File: src/rtl/top_uart.sv
// top_uart: 32-bit word UART transceiver with internal serial loopback.
// A word is sent as four 8N1 frames (LSB byte first), looped back from the
// TX line into the RX path, and reassembled into a 32-bit word.
//
// Optional feature macro: UART_PARITY_EN adds an even-parity bit after data
// bit 7 (8E1 framing). RX drops the byte on a parity mismatch.
//
// Ports:
//   clk                in   system clock, rising edge
//   rst_n              in   asynchronous active-low reset
//   i_sys_data         in   [31:0] TX word, sampled on the accept cycle
//   sys_tx_data_valid  in   TX request, accepted when word_busy is low
//   o_sys_data         out  [31:0] last complete received word
//   sys_rx_data_valid  out  one-cycle pulse the cycle after o_sys_data loads
//   word_busy          out  high while a TX word is in flight
module top_uart #(
    parameter int unsigned CLKS_PER_BIT   = 27,
    parameter int unsigned BYTES_PER_WORD = 4
) (
    input  logic        clk,
    input  logic        rst_n,
    input  logic [31:0] i_sys_data,
    input  logic        sys_tx_data_valid,
    output logic [31:0] o_sys_data,
    output logic        sys_rx_data_valid,
    output logic        word_busy
);

    localparam int unsigned WORD_W   = 8 * BYTES_PER_WORD;
    localparam int unsigned CNT_W    = $clog2(CLKS_PER_BIT);
    localparam int unsigned BIDX_W   = $clog2(BYTES_PER_WORD);
    localparam int unsigned HALF_BIT = CLKS_PER_BIT / 2;

    localparam logic [CNT_W-1:0]  CNT_LAST  = CNT_W'(CLKS_PER_BIT - 1);
    localparam logic [CNT_W-1:0]  CNT_HALF  = CNT_W'(HALF_BIT - 1);
    localparam logic [BIDX_W-1:0] BYTE_LAST = BIDX_W'(BYTES_PER_WORD - 1);

    typedef enum logic [2:0] {
        TX_IDLE,
        TX_START,
        TX_DATA,
        TX_PARITY,
        TX_STOP
    } tx_state_e;

    typedef enum logic [2:0] {
        RX_IDLE,
        RX_START,
        RX_DATA,
        RX_PARITY,
        RX_STOP
    } rx_state_e;

    // ---------------- TX ----------------
    tx_state_e          tx_state_q, tx_state_d;
    logic [CNT_W-1:0]   tx_cnt_q, tx_cnt_d;
    logic [2:0]         tx_bit_q, tx_bit_d;
    logic [BIDX_W-1:0]  tx_byte_idx_q, tx_byte_idx_d;
    logic [WORD_W-1:0]  tx_word_q, tx_word_d;
    logic               tx_line_q, tx_line_d;
    logic               busy_q, busy_d;
    logic [7:0]         tx_cur_byte_c;
    logic               tx_bit_end_c;

    assign tx_cur_byte_c = tx_word_q[{tx_byte_idx_q, 3'b000} +: 8];
    assign tx_bit_end_c  = (tx_cnt_q == CNT_LAST);

    // TX state register
    always_ff @(posedge clk or negedge rst_n) begin
        if (!rst_n) begin
            tx_state_q    <= TX_IDLE;
            tx_cnt_q      <= '0;
            tx_bit_q      <= '0;
            tx_byte_idx_q <= '0;
            tx_word_q     <= '0;
            tx_line_q     <= 1'b1;
            busy_q        <= 1'b0;
        end else begin
            tx_state_q    <= tx_state_d;
            tx_cnt_q      <= tx_cnt_d;
            tx_bit_q      <= tx_bit_d;
            tx_byte_idx_q <= tx_byte_idx_d;
            tx_word_q     <= tx_word_d;
            tx_line_q     <= tx_line_d;
            busy_q        <= busy_d;
        end
    end

    // TX next state; the line register is loaded with the level of the bit
    // being entered so it changes on the same edge as the state.
    always_comb begin
        tx_state_d    = tx_state_q;
        tx_cnt_d      = tx_cnt_q;
        tx_bit_d      = tx_bit_q;
        tx_byte_idx_d = tx_byte_idx_q;
        tx_word_d     = tx_word_q;
        tx_line_d     = tx_line_q;
        busy_d        = busy_q;

        if (tx_state_q != TX_IDLE) begin
            tx_cnt_d = tx_bit_end_c ? '0 : tx_cnt_q + CNT_W'(1);
        end

        case (tx_state_q)
            TX_IDLE: begin
                tx_line_d = 1'b1;
                if (sys_tx_data_valid && !busy_q) begin
                    tx_word_d     = i_sys_data;
                    tx_byte_idx_d = '0;
                    tx_cnt_d      = '0;
                    tx_line_d     = 1'b0;
                    busy_d        = 1'b1;
                    tx_state_d    = TX_START;
                end
            end
            TX_START: begin
                if (tx_bit_end_c) begin
                    tx_bit_d   = '0;
                    tx_line_d  = tx_cur_byte_c[0];
                    tx_state_d = TX_DATA;
                end
            end
            TX_DATA: begin
                if (tx_bit_end_c) begin
                    if (tx_bit_q == 3'd7) begin
`ifdef UART_PARITY_EN
                        tx_line_d  = ^tx_cur_byte_c;
                        tx_state_d = TX_PARITY;
`else
                        tx_line_d  = 1'b1;
                        tx_state_d = TX_STOP;
`endif
                    end else begin
                        tx_bit_d  = tx_bit_q + 3'd1;
                        tx_line_d = tx_cur_byte_c[tx_bit_q + 3'd1];
                    end
                end
            end
`ifdef UART_PARITY_EN
            TX_PARITY: begin
                if (tx_bit_end_c) begin
                    tx_line_d  = 1'b1;
                    tx_state_d = TX_STOP;
                end
            end
`endif
            TX_STOP: begin
                if (tx_bit_end_c) begin
                    if (tx_byte_idx_q == BYTE_LAST) begin
                        busy_d     = 1'b0;
                        tx_state_d = TX_IDLE;
                    end else begin
                        // Next frame starts immediately, no idle gap
                        tx_byte_idx_d = tx_byte_idx_q + BIDX_W'(1);
                        tx_line_d     = 1'b0;
                        tx_state_d    = TX_START;
                    end
                end
            end
            default: begin
                tx_line_d  = 1'b1;
                busy_d     = 1'b0;
                tx_state_d = TX_IDLE;
            end
        endcase
    end

    // ---------------- RX ----------------
    rx_state_e          rx_state_q, rx_state_d;
    logic [CNT_W-1:0]   rx_cnt_q, rx_cnt_d;
    logic [2:0]         rx_bit_q, rx_bit_d;
    logic [7:0]         rx_byte_q, rx_byte_d;
    logic [BIDX_W-1:0]  rx_byte_cnt_q, rx_byte_cnt_d;
    logic [WORD_W-1:0]  rx_word_q, rx_word_d;
    logic [WORD_W-1:0]  rx_data_q, rx_data_d;
    logic               rx_load_q, rx_load_d;
    logic               rx_valid_q;
    logic               rx_sync1_q, rx_sync2_q;
    logic               rx_in_c;
    logic               rx_sample_c;
    logic               rx_frame_ok_c;

`ifdef UART_PARITY_EN
    logic               rx_par_ok_q, rx_par_ok_d;
    assign rx_frame_ok_c = rx_in_c && rx_par_ok_q;
`else
    assign rx_frame_ok_c = rx_in_c;
`endif

    assign rx_in_c = rx_sync2_q;
    // Start bit is checked half a bit in; every later sample is one full bit on
    assign rx_sample_c = (rx_state_q == RX_START) ? (rx_cnt_q == CNT_HALF)
                                                  : (rx_cnt_q == CNT_LAST);

    // Two-flop synchronizer on the looped-back line
    always_ff @(posedge clk or negedge rst_n) begin
        if (!rst_n) begin
            rx_sync1_q <= 1'b1;
            rx_sync2_q <= 1'b1;
        end else begin
            rx_sync1_q <= tx_line_q;
            rx_sync2_q <= rx_sync1_q;
        end
    end

    // RX state register
    always_ff @(posedge clk or negedge rst_n) begin
        if (!rst_n) begin
            rx_state_q    <= RX_IDLE;
            rx_cnt_q      <= '0;
            rx_bit_q      <= '0;
            rx_byte_q     <= '0;
            rx_byte_cnt_q <= '0;
            rx_word_q     <= '0;
            rx_data_q     <= '0;
            rx_load_q     <= 1'b0;
            rx_valid_q    <= 1'b0;
`ifdef UART_PARITY_EN
            rx_par_ok_q   <= 1'b0;
`endif
        end else begin
            rx_state_q    <= rx_state_d;
            rx_cnt_q      <= rx_cnt_d;
            rx_bit_q      <= rx_bit_d;
            rx_byte_q     <= rx_byte_d;
            rx_byte_cnt_q <= rx_byte_cnt_d;
            rx_word_q     <= rx_word_d;
            rx_data_q     <= rx_data_d;
            rx_load_q     <= rx_load_d;
            rx_valid_q    <= rx_load_q;
`ifdef UART_PARITY_EN
            rx_par_ok_q   <= rx_par_ok_d;
`endif
        end
    end

    // RX next state and word assembly
    always_comb begin
        rx_state_d    = rx_state_q;
        rx_cnt_d      = rx_cnt_q;
        rx_bit_d      = rx_bit_q;
        rx_byte_d     = rx_byte_q;
        rx_byte_cnt_d = rx_byte_cnt_q;
        rx_word_d     = rx_word_q;
        rx_data_d     = rx_data_q;
        rx_load_d     = 1'b0;
`ifdef UART_PARITY_EN
        rx_par_ok_d   = rx_par_ok_q;
`endif

        if (rx_state_q != RX_IDLE) begin
            rx_cnt_d = rx_sample_c ? '0 : rx_cnt_q + CNT_W'(1);
        end

        case (rx_state_q)
            RX_IDLE: begin
                rx_cnt_d = '0;
                if (!rx_in_c) begin
                    rx_state_d = RX_START;
                end
            end
            RX_START: begin
                if (rx_sample_c) begin
                    rx_bit_d   = '0;
                    // A start bit that is gone by mid-bit was a glitch
                    rx_state_d = rx_in_c ? RX_IDLE : RX_DATA;
                end
            end
            RX_DATA: begin
                if (rx_sample_c) begin
                    rx_byte_d = {rx_in_c, rx_byte_q[7:1]};
                    if (rx_bit_q == 3'd7) begin
`ifdef UART_PARITY_EN
                        rx_state_d = RX_PARITY;
`else
                        rx_state_d = RX_STOP;
`endif
                    end else begin
                        rx_bit_d = rx_bit_q + 3'd1;
                    end
                end
            end
`ifdef UART_PARITY_EN
            RX_PARITY: begin
                if (rx_sample_c) begin
                    rx_par_ok_d = (rx_in_c == ^rx_byte_q);
                    rx_state_d  = RX_STOP;
                end
            end
`endif
            RX_STOP: begin
                // Return to idle at mid stop bit so the next start edge is seen
                if (rx_sample_c) begin
                    rx_state_d = RX_IDLE;
                    if (rx_frame_ok_c) begin
                        rx_word_d[{rx_byte_cnt_q, 3'b000} +: 8] = rx_byte_q;
                        if (rx_byte_cnt_q == BYTE_LAST) begin
                            rx_data_d     = rx_word_d;
                            rx_load_d     = 1'b1;
                            rx_byte_cnt_d = '0;
                        end else begin
                            rx_byte_cnt_d = rx_byte_cnt_q + BIDX_W'(1);
                        end
                    end else begin
                        rx_byte_cnt_d = '0;
                    end
                end
            end
            default: begin
                rx_state_d = RX_IDLE;
            end
        endcase
    end

    assign o_sys_data        = rx_data_q;
    assign sys_rx_data_valid = rx_valid_q;
    assign word_busy         = busy_q;

endmodule

File: config.mk
export PLATFORM = sky130hd
export DESIGN_NAME = top_uart
export DESIGN_NICKNAME = d
export VERILOG_FILES = /design/src/rtl/top_uart.sv
export SDC_FILE = /design/constraint.sdc
export NUM_CORES = 1
export LEC_CHECK = 0
export CORE_UTILIZATION = 30
export CTS_BUF_LIST = sky130_fd_sc_hd__clkbuf_8
export DETAILED_ROUTE_END_ITERATION = 12
export PLACE_DENSITY_LB_ADDON = 0.05
export SYNTH_ARGS = -nofsm -noshare
export SYNTH_HDL_FRONTEND = slang
export SYNTH_SLANG_ARGS = --single-unit
File: constraint.sdc
create_clock -name clk -period 4.3 [get_ports clk]
set_input_delay 0.43 -clock clk [delete_from_list [all_inputs] [get_ports clk]]
set_output_delay 0.43 -clock clk [all_outputs]
set_load 0.005 [all_outputs]
==> impl_metrics.json <==
{
  "cp-startpoint": "rx_byte_cnt_q[0]",
  "synth_edf_count": 0,
  "drcViolationCount": 0,
  "slew-limit-headroom": 0.344,
  "ctsHoldBuffers": 0,
  "fin_nets": 609,
  "multi_input_area_um2": 2420,
  "fin_crit_ns": 2.49,
  "crit_type": "reg2reg",
  "vdd_drop_max_mv": 0.177,
  "dieArea_um2": 20000,
  "utilization": 0.379,
  "r2r-end": "rx_word_q[11]",
  "wl_met1_mm": 5.84,
  "syn_area_um2": 5820,
  "powerDensity_nw_per_um2": 329,
  "clk_pin_slew_ns": 0.08,
  "fin_cells": 834,
  "rsz0062_at_grt": "no",
  "grt_max_degree": 66,
  "postCtsSetupRepairBufs": 0,
  "placedCellCount": 802,
  "syn2layout_area_growth_pct": 22.9,
  "endpoint_kind": "flop",
  "antenna_cells": 0,
  "fillCellCount": 1908,
  "drive_gt1_frac": 0.172,
  "final_hold_viol_count": 0,
  "drt-initial-drc-count": 124,
  "cts_tree": "yes",
  "ios": 69,
  "synthArstFlopShare": 1.00,
  "mostFrequentLayoutCells": "125 x dfrtp_1, 67 x clkdlybuf4s50_1, 53 x a21oi_1, 40 x nor2_1, 36 x mux2_2",
  "worstMarginPinSlew_ns": 0.976,
  "htreeDepth": 4,
  "clk-insertion-delay-late_ns": 0.44,
  "wl_met2_mm": 6.06,
  "clockBufferDepth": 2,
  "cts_resized": 0,
  "start_util": 0.308,
  "slew_violations": 0,
  "cap_violations": 0,
  "path_max_fanout": 9,
  "required_ns": 4.67,
  "die_width_um": 141,
  "syn-instance-count": 500,
  "cts_made_buffers": 17,
  "yosysSeqAreaShare": 0.551,
  "antenna_found_initial": 0,
  "ys_types": 56,
  "tns_ns": 0,
  "status": "finished, final reports clean",
  "vias_per_cell": 4.72,
  "yosys_warnings": 0,
  "overflow": 0,
  "core_um2": 18900,
  "firstDrtPassIters": 4,
  "vias": 3937,
  "grt_pass1_vias": 4098,
  "drt-total-wl_mm": 12.5,
  "die_height_um": 141,
  "std_cell_rows": 50,
  "fmax_mhz": 402,
  "reg2reg_depth": 6,
  "post_drt_wl_per_cell_um": 15.0,
  "total_power_mw": 2.36,
  "crit_path_start_kind": "flop",
  "route.met3.wl_um": 463,
  "power_leakage_nw": 3.25,
  "cts.sinks": 128,
  "post-route-period-util": 0.579,
  "ff2ff_setup_slack_ns": 1.81,
  "synthFlopType": "dfrtp_1",
  "finalClockSkew_ns": 0.0168,
  "cts_root_buf": "clkbuf_8",
  "syn_avg_cell_area_um2": 11.6,
  "synth_seq_cells": 128,
  "final_common_cell": "dfrtp_1",
  "setup_viol": 0,
  "grt_pass1_wl_mm": 21.0,
  "port_buffers": 68,
  "arrival_ns": 2.86,
  "regArea_um2": 3210,
  "r2r-start": "rx_byte_cnt_q[0]",
  "grt_usage": 0.137,
  "maxUsedRoutingLayer": "met4",
  "min_path_type": "in2async",
  "postRouteAntennaNets": 0,
  "gp_congestion": 0.737,
  "dpl.hpwl_mm": 8.42,
  "synth_nets": 548
}
==> Yosys cell counts, types with 2 or more instances <==
library cell / number / area (µm²)
a21oi_1: 53 / 265
mux4_2: 9 / 203
mux2_4: 6 / 90.1
nand3_1: 17 / 85.1
clkbuf_1: 12 / 45.0
buf_1: 11 / 41.3
nand2b_1: 4 / 25.0
nor2_1: 40 / 150
dfstp_2: 3 / 78.8
o21ai_0: 18 / 90.1
mux2_2: 36 / 405
or3_1: 2 / 12.5
and3_1: 2 / 12.5
nand4_1: 4 / 25.0
xor2_1: 3 / 26.3
nand3b_1: 3 / 22.5
buf_2: 7 / 35.0
nand4b_1: 3 / 26.3
nor3_1: 5 / 25.0
and2_1: 4 / 25.0
nor3b_1: 2 / 15.0
dfrtp_1: 125 / 3130
inv_1: 16 / 60.1
nand2_1: 13 / 48.8
a22o_1: 29 / 254
nor2b_1: 28 / 175
mux2i_1: 2 / 20.0
o31ai_1: 2 / 15.0
mux2_1: 2 / 22.5
ha_1: 13 / 163
==> worst max-delay path by stage <==
stage                          endpoint  slack, ns  depth (start not counted)
after floorplan            rx_word_q[1]       2.20                          7
after global placement     rx_word_q[9]       1.74                          6
after detailed placement  rx_word_q[11]       1.78                          6
after CTS                 rx_word_q[11]       1.76                          6
after global routing      rx_word_q[14]       1.53                          6
final                     rx_word_q[11]       1.81                          6
==> routing by layer <==
| layer | vias to the layer above | global-route usage |
|---|---|---|
| li1 | 1912 | - |
| met3 | 15 | 0.0354 |
| met5 | - | 0 |
| met2 | 80 | 0.224 |
| met4 | 0 | 0.0538 |
| met1 | 1930 | 0.174 |
==> metrics by stage <==
step           hold WS (ns)  cell area [µm²]  worst slack [ns]
4_1_cts               0.104             7160              1.76
3_5_place_dp          0.340             6730              1.78
5_1_grt               0.127             7160              1.53
2_1_floorplan         0.134             5820              2.20
6_report             0.0771             7160              1.81
3_3_place_gp          0.343             6730              1.74
==> cell type report <==
cell class / count / area share
Clock buffer: 19 / 0.0365
Clock inverter: 13 / 0.0227
Inverter: 17 / 0.00892
Multi-Input combinational cell: 324 / 0.338
Sequential cell: 128 / 0.448
Tap cell: 260 / 0.0455
Timing Repair Buffer: 73 / 0.100
==> power breakdown <==
| part | internal [mW] | switching [mW] |
|---|---|---|
| sequential | 1.20 | 0 |
| combinational | 0.0280 | 0.0280 |
| clock | 0.605 | 0.493 |
| total | 1.84 | 0.521 |
==> state kept, by name (all words and copies together), names as in the netlist, 2 cells and up <==
name and flops:
rx_state_q 3, rx_cnt_q 5, tx_state_q 3, rx_byte_cnt_q 2, tx_byte_idx_q 2, rx_bit_q 3, tx_word_q 32, rx_word_q 24
rx_byte_q 8, o_sys_data 32, tx_cnt_q 5, tx_bit_q 3
==> critical path: stages, from the launching register on <==
cell and delay [ns]:
dfrtp_1 0.43, inv_1 0.16, ha_1 0.40, nand2_1 0.07
nor3_1 0.75, and2_1 0.42, a22o_1 0.20
==> kinds of logic (layout without fill, tap and decap cells) <==
family                     Yosys count  count (layout)  synth area share
AOI/OAI and AO/OA                  115             115             0.126
xor gates and xnor gates             4               4           0.00602
adders and majority gates           13              13            0.0279
buffers and inverters               48             122            0.0337
DFF                                128             128             0.551
muxes                               55              55             0.127
and+or+nand+nor                    137             137             0.128
Power figures use the tool's default switching activity.
